$ cat src/rtl/pulse_watchdog.sv
// Pulse/heartbeat watchdog: measures cycles from arm (then between rising edges) and flags a sticky timeout.
// Define PULSE_WATCHDOG_EARLY_EN to add the "interval shorter than MIN_INTERVAL" strobe on early.
module pulse_watchdog #(
    parameter int BUS_WIDTH    = 12,
    parameter int TIMEOUT      = 1000,
    parameter int MIN_INTERVAL = 4
) (
    input  logic                 clk,
    input  logic                 rst,
    input  logic                 arm,
    input  logic                 pulse_in,
    output logic [BUS_WIDTH-1:0] interval,
    output logic                 interval_valid,
    output logic                 timeout,
    output logic                 early,
    output logic                 busy
);

    localparam logic [1:0] ST_IDLE    = 2'd0;
    localparam logic [1:0] ST_WAIT    = 2'd1;
    localparam logic [1:0] ST_TIMEOUT = 2'd2;

    localparam logic [BUS_WIDTH-1:0] CNT_LAST = BUS_WIDTH'(TIMEOUT - 1);

    // The counter must be able to hold TIMEOUT itself, since an edge on the last cycle reports it.
    if (TIMEOUT < 2 || TIMEOUT > (2 ** BUS_WIDTH) - 1 || MIN_INTERVAL < 1) begin : g_param_check
        $error("pulse_watchdog: illegal parameter combination");
    end

    logic [1:0]           state;
    logic [BUS_WIDTH-1:0] cnt;
    logic [BUS_WIDTH-1:0] cnt_inc;
    logic                 pulse_q;
    logic                 pulse_edge;

    assign cnt_inc    = cnt + 1'b1;
    assign pulse_edge = pulse_in & ~pulse_q;
    assign busy       = (state == ST_WAIT);

    // Dropping arm abandons everything except the last reported interval.
    always_ff @(posedge clk) begin
        if (rst) begin
            state          <= ST_IDLE;
            cnt            <= '0;
            pulse_q        <= 1'b0;
            interval       <= '0;
            interval_valid <= 1'b0;
            timeout        <= 1'b0;
        end else begin
            pulse_q        <= pulse_in;
            interval_valid <= 1'b0;
            if (!arm) begin
                state   <= ST_IDLE;
                cnt     <= '0;
                timeout <= 1'b0;
            end else begin
                case (state)
                    ST_IDLE: begin
                        state   <= ST_WAIT;
                        cnt     <= '0;
                        timeout <= 1'b0;
                    end
                    ST_WAIT: begin
                        // An edge on the final counted cycle wins over the timeout.
                        if (pulse_edge) begin
                            interval       <= cnt_inc;
                            interval_valid <= 1'b1;
                            cnt            <= '0;
                        end else if (cnt == CNT_LAST) begin
                            timeout <= 1'b1;
                            state   <= ST_TIMEOUT;
                            cnt     <= '0;
                        end else begin
                            cnt <= cnt_inc;
                        end
                    end
                    ST_TIMEOUT: begin
                        state <= ST_TIMEOUT;
                    end
                    default: begin
                        state <= ST_IDLE;
                        cnt   <= '0;
                    end
                endcase
            end
        end
    end

`ifdef PULSE_WATCHDOG_EARLY_EN
    always_ff @(posedge clk) begin
        if (rst) begin
            early <= 1'b0;
        end else begin
            early <= arm && (state == ST_WAIT) && pulse_edge
                     && (int'(cnt_inc) < MIN_INTERVAL);
        end
    end
`else
    assign early = 1'b0;
`endif

endmodule

$ cat config.mk
export PLATFORM = sky130hd
export DESIGN_NAME = pulse_watchdog
export DESIGN_NICKNAME = d
export VERILOG_FILES = /design/src/rtl/pulse_watchdog.sv
export SDC_FILE = /design/constraint.sdc
export NUM_CORES = 1
export LEC_CHECK = 0
export ABC_AREA = 1
export BUFFER_PORTS_ARGS = -buffer_cell sky130_fd_sc_hd__buf_2
export CAP_MARGIN = 5
export CORE_MARGIN = 1.5
export CORE_UTILIZATION = 33
export CTS_CLUSTER_DIAMETER = 200
export CTS_CLUSTER_SIZE = 14
export DETAILED_ROUTE_END_ITERATION = 10
export GPL_TIMING_DRIVEN = 0
export HOLD_SLACK_MARGIN = 0.05
export PLACE_DENSITY = 0.57
export SLEW_MARGIN = 20
export SYNTH_ARGS = -nofsm -noshare
export SYNTH_HDL_FRONTEND = slang
export SYNTH_SLANG_ARGS = --single-unit
$ cat constraint.sdc
create_clock -name clk -period 1.2 [get_ports clk]
set_input_delay 0.3 -clock clk [delete_from_list [all_inputs] [get_ports clk]]
set_output_delay 0.3 -clock clk [all_outputs]
set_load 0.05 [all_outputs]
Yosys cells after proc, flatten, opt, wreduce, memory -nomap -nowiden
Index checks and enable logic that the tools add are counted.
{"block": "totals", "ff_bits": 29, "latch_bits": 0, "mem_bits_rw": 0, "mem_bits_ro": 0, "in_bits": 4, "output_inout_bits": 16, "mem_count": 0}
{"block": "classes", "add_sub_neg": 1, "mul": 0, "div_mod_pow": 0, "order_cmp": 0, "n_eq_ne": 5, "shifts": 0, "mux": 10, "n_bitwise": 4, "reduce_logical": 7}
{"cell": "2-to-1 mux 12 bit", "count": 2}
{"cell": "one-hot mux 12 bit (2 select lines)", "count": 1}
{"cell": "adder 12 x 1 -> 12 bit, second input constant", "count": 1}
{"cell": "equality test 12 x 10 -> 1 bit, second input constant", "count": 1}
{"cell": "one-hot mux 2 bit (3 select lines)", "count": 1}
{"cell": "AND reduction 3 bit", "count": 2}
{"cell": "2-to-1 mux 2 bit", "count": 2}
{"cell": "2-to-1 mux 1 bit", "count": 3}
{"cell": "inverter 1 bit", "count": 3}
{"cell": "OR reduction 3 bit", "count": 1}
{"cell": "equality test 2 x 1 -> 1 bit, second input constant", "count": 1}
{"cell": "equality test 2 bit, second input constant", "count": 1}
{"cell": "zero test 2 bit", "count": 1}
{"cell": "inequality test 2 x 1 -> 1 bit, second input constant", "count": 1}
{"cell": "inequality test 2 bit, second input constant", "count": 1}
{"cell": "one-hot mux 1 bit (2 select lines)", "count": 1}
{"cell": "AND reduction 2 bit", "count": 1}
{"cell": "nonzero test 2 bit", "count": 1}
{"cell": "OR reduction 2 bit", "count": 1}
{"cell": "bitwise AND 1 bit", "count": 1}

Longest topological paths before layout
{"block": "depth", "depth_word": 4, "ltp_mapped": 10}

Worst setup path before layout
Ideal clock, no wire load.
{"block": "synth_timing", "kind": "reg2reg", "startpoint": "reg state[1]", "endpoint": "reg interval[3]", "setup_time_ns": 0.115, "arrival_ns": 1.583, "required_ns": 1.085, "setup_slack_ns": -0.498, "stages_incl_launch_ff": 8, "synth_period_minus_slack_ns": 1.698, "path_cell_list": "dfxtp_1 > inv_1 > ha_1 > nand2_4 > nor2_4 > inv_1 > o21ai_0 > inv_1"}
{"block": "synth_via", "elab_chain_cells": 2}
{"item": "start, declared", "line_no": "30", "rtl": "logic [1:0] state;"}
{"item": "start signal, assigned", "line_no": "43", "rtl": "state <= ST_IDLE;"}
{"item": "start signal, assigned", "line_no": "53", "rtl": "state <= ST_IDLE;"}
{"item": "start signal, assigned", "line_no": "59", "rtl": "state <= ST_WAIT;"}
{"item": "equality test 2 x 1 -> 1 bit"}
{"item": "via busy", "line_no": "16", "rtl": "output logic busy"}
{"item": "AND reduction 3 bit (no source line)"}
{"item": "end signal, assigned", "line_no": "66", "rtl": "interval <= cnt_inc;"}
{"item": "end, declared", "line_no": "12", "rtl": "output logic [BUS_WIDTH-1:0] interval,"}
The timed path passes the listed nets, and every way through them passes these cells.
A chain may end at the register's enable or synchronous reset.

Worst setup path after layout
{"block": "layout_timing", "startpoint": "reg state[1]", "endpoint": "out busy"}
{"block": "layout_via", "elab_chain_cells": 1}
{"item": "equality test 2 x 1 -> 1 bit", "line_no": "38", "rtl": "assign busy = (state == ST_WAIT);"}
{"item": "end, declared", "line_no": "16"}
Every way passes these cells.

==> flow_summary.json <==
{
  "switchingPower_w": 0.000600,
  "timing.final.crit_share_pct": 119,
  "syn_to_final_growth_pct": 44.1,
  "hp-class": "input port to register",
  "dp_worst_setup_slack_ps": -296,
  "p_int_w": 0.00178,
  "violations": "setup timing",
  "netlist_instances": 219,
  "synth-edff-count": 0,
  "max_stage_delay_ps": 330,
  "dpl.hpwl_mm": 2.56,
  "grt_overflow": 0,
  "drv_cap": 0,
  "setup_viol": 27,
  "cpMaxStageDelayCell": "dfxtp_2",
  "ctsHtreeMaxLevel": 2,
  "ys_ff_latch": 29,
  "seq_power_share_pct": 41.7,
  "gp_congestion": 0.916,
  "clk_latency_ps": 280,
  "yosysTopAreaCellShare_pct": 38.0,
  "powerDensity_mw_per_mm2": 1080,
  "worst_pin_slew_ps": 622,
  "drt-total-wl_mm": 4.03,
  "holdWs_ps": 234,
  "synth.cell_area_mm2": 0.00153,
  "crit_path_start_kind": "register",
  "cts_made_buffers": 5,
  "vias": 1506,
  "drive_above_1_share_pct": 42.3,
  "num_antenna_cells": 0,
  "design.die.area_mm2": 0.00505,
  "ir_worst_vdd_uv": 369,
  "yosys_warnings": 0,
  "slew_viol_final": 0,
  "clock-sinks": 29,
  "switching_share_pct": 25.2,
  "n_fill_cell": 424,
  "io_pins": 20,
  "worstSetupEndpointType": "output pin",
  "first_global_vias": 1372,
  "synthArstFlopShare_pct": 0,
  "grt_use_total_pct": 16.6,
  "ys_types": 27,
  "worst_slack_ps": -226,
  "row_count": 24,
  "detail-route-antenna-nets": 0,
  "fin_crit_ps": 1430,
  "status": "finished with violations",
  "portBuffers": 17,
  "dr.first_iter.drc_count": 71,
  "finalNetCount": 268,
  "leakage_nw": 0.909,
  "cts_root_buf": "clkbuf_8",
  "dr.pass1.iters": 4,
  "hold_viol": 0,
  "crit_chain": "inv_2 > ha_4 > buf_4 > buf_8",
  "antenna_found_initial": 0,
  "grt_max_degree": 11,
  "core_mm2": 0.00441,
  "utilization_pct": 49.9,
  "crit_buf_inv": 3,
  "multi_input_area_um2": 975,
  "skew_ps": 5.64,
  "synth_top_area_cell": "dfxtp_1",
  "power_frac_comb_pct": 14.0,
  "synth_area_per_cell_um2": 6.98,
  "worstPathMaxFanout": 4,
  "fmaxAchievable_mhz": 701,
  "grt_pass1_wl_mm": 6.46,
  "ys.flop_type": "dfxtp_1",
  "crit_type": "register to output pin",
  "pwr-share-clk_pct": 44.3,
  "routed_via_density": 4.83,
  "cts_tree": "done",
  "drc": 0,
  "die_y_um": 71.1,
  "tns_ps": -3610,
  "power_w": 0.00238,
  "arrival_ps": 1130,
  "syn-num-nets": 228,
  "clkTransAtPathRegs_ps": 60,
  "crit_required_ps": 900,
  "die_w_um": 71.1,
  "slew_headroom_pct": 58.5,
  "cts_max_path_buffers": 2,
  "rsz0062_at_grt": "true",
  "cpLargestDelayFamily": "flip-flops",
  "seqCellArea_um2": 597,
  "ys_seq_area_share_pct": 38.0,
  "post_drt_wl_per_cell_um": 12.9,
  "initial_core_util_pct": 34.6,
  "synth_area_leaders": "dfxtp_1, nand2_1, nor2_1"
}
==> final timing paths <==
check | from | to | slack [ps] | depth (start not counted)
setup / recovery | state[1] | busy | -230 | 4
hold / removal | rst | pulse_q | 230 | 2
setup reg to reg | state[1] | interval[8] | -170 | 9
hold reg to reg | timeout | timeout | 470 | 2
==> per-stage QoR <==
step / instances / cell area [um2]
after floorplan: 219 / 1560
after global placement: 288 / 1710
after detailed placement: 288 / 1710
after CTS: 311 / 2070
after global routing: 312 / 2200
final: 312 / 2200
==> kinds of logic after synthesis <==
| kind of cell | count (synthesis) | synth area share, % |
|---|---|---|
| flip-flops | 29 | 38.0 |
| AO/OA/AOI/OAI | 31 | 11.5 |
| buffers and inverters | 36 | 10.7 |
| AND/OR/NAND/NOR | 112 | 32.7 |
| other | 1 | 0.245 |
| adder cells (fa/ha/maj) | 5 | 4.09 |
| XOR/XNOR | 5 | 2.86 |
==> state kept, by name, indices dropped and copies added, names as in the netlist <==
register	flops
interval	12
interval_valid	1
pulse_q	1
timeout	1
state	2
cnt	12
==> cell type report <==
class                      instances  share of cell area (%)
sequential                        29                    27.1
tap                               52                    2.95
clock inverter                     1                    1.36
multi-input combinational        154                    44.2
timing repair inverter             1                   0.341
inverter                          29                    5.74
clock buffer                       7                    3.92
timing repair buffer              33                    12.3
buffer                             6                    2.10
==> worst reg2reg max path: cells and delay by family, from the launching register on <==
| family | cells | cell delay (ps) |
|---|---|---|
| adder cells (fa/ha/maj) | 1 | 180 |
| AO/OA/AOI/OAI | 1 | 70 |
| buffers and inverters | 4 | 410 |
| AND/OR/NAND/NOR | 3 | 310 |
| flip-flops | 1 | 320 |
==> per-layer routing <==
layer  part of all wire [%]  wire [um]  track usage [%]  vias up
li1                       -          -                -      762
met1                     45       1800             21.3      689
met2                     48       1950             26.4       45
met3                    4.2        171             3.13       10
met4                    2.6        104             9.01        0
met5                      0          0                0        -
==> cell usage in the layout, fill, tap and decap left out, drive strengths merged <==
| cell type | synthesis | final |
|---|---|---|
| nor2 | 41 | 41 |
| dfxtp | 29 | 29 |
| nand3 | 9 | 9 |
| nand4 | 4 | 4 |
| conb | 1 | 1 |
| clkinv | 0 | 1 |
| bufinv | 0 | 1 |
| o21ai | 12 | 12 |
| nor3 | 1 | 1 |
| a21oi | 16 | 16 |
| a31oi | 2 | 2 |
| buf | 5 | 29 |
| o211ai | 1 | 1 |
| xor2 | 5 | 5 |
| nand3b | 1 | 1 |
| ha | 5 | 5 |
| nand2 | 56 | 56 |
| clkbuf | 2 | 17 |
| inv | 29 | 28 |
| clkinvlp | 0 | 1 |
==> power groups by stage <==
stage	Clock (W)	Sequential [W]	Combinational, W
final	0.00106	0.000993	0.000333
after global routing	0.00112	0.000994	0.000357
after global placement	0	0.00102	0.000227
after detailed placement	0	0.00102	0.000228
after floorplan	0	0.00106	0.000141
after CTS	0.00107	0.000993	0.000307
==> synthesized netlist by cell type, types with 4 or more instances <==
cell type	instances
nand2_1	54
nor2_1	32
dfxtp_1	29
inv_1	25
a21oi_1	13
nand3_1	9
o21ai_0	8
nor2_2	6
ha_1	5
xor2_1	5
nand4_1	4
==> timing repair <==
action / CTS / global route
cloned: 2 / 0
resized for setup: 37 / 38
hold buffers: 0 / 0
buffers inserted: 15 / 2
pin swaps: 16 / 13
endpoints found under the setup margin: 29 / 36
Power figures use the tool's default switching activity.
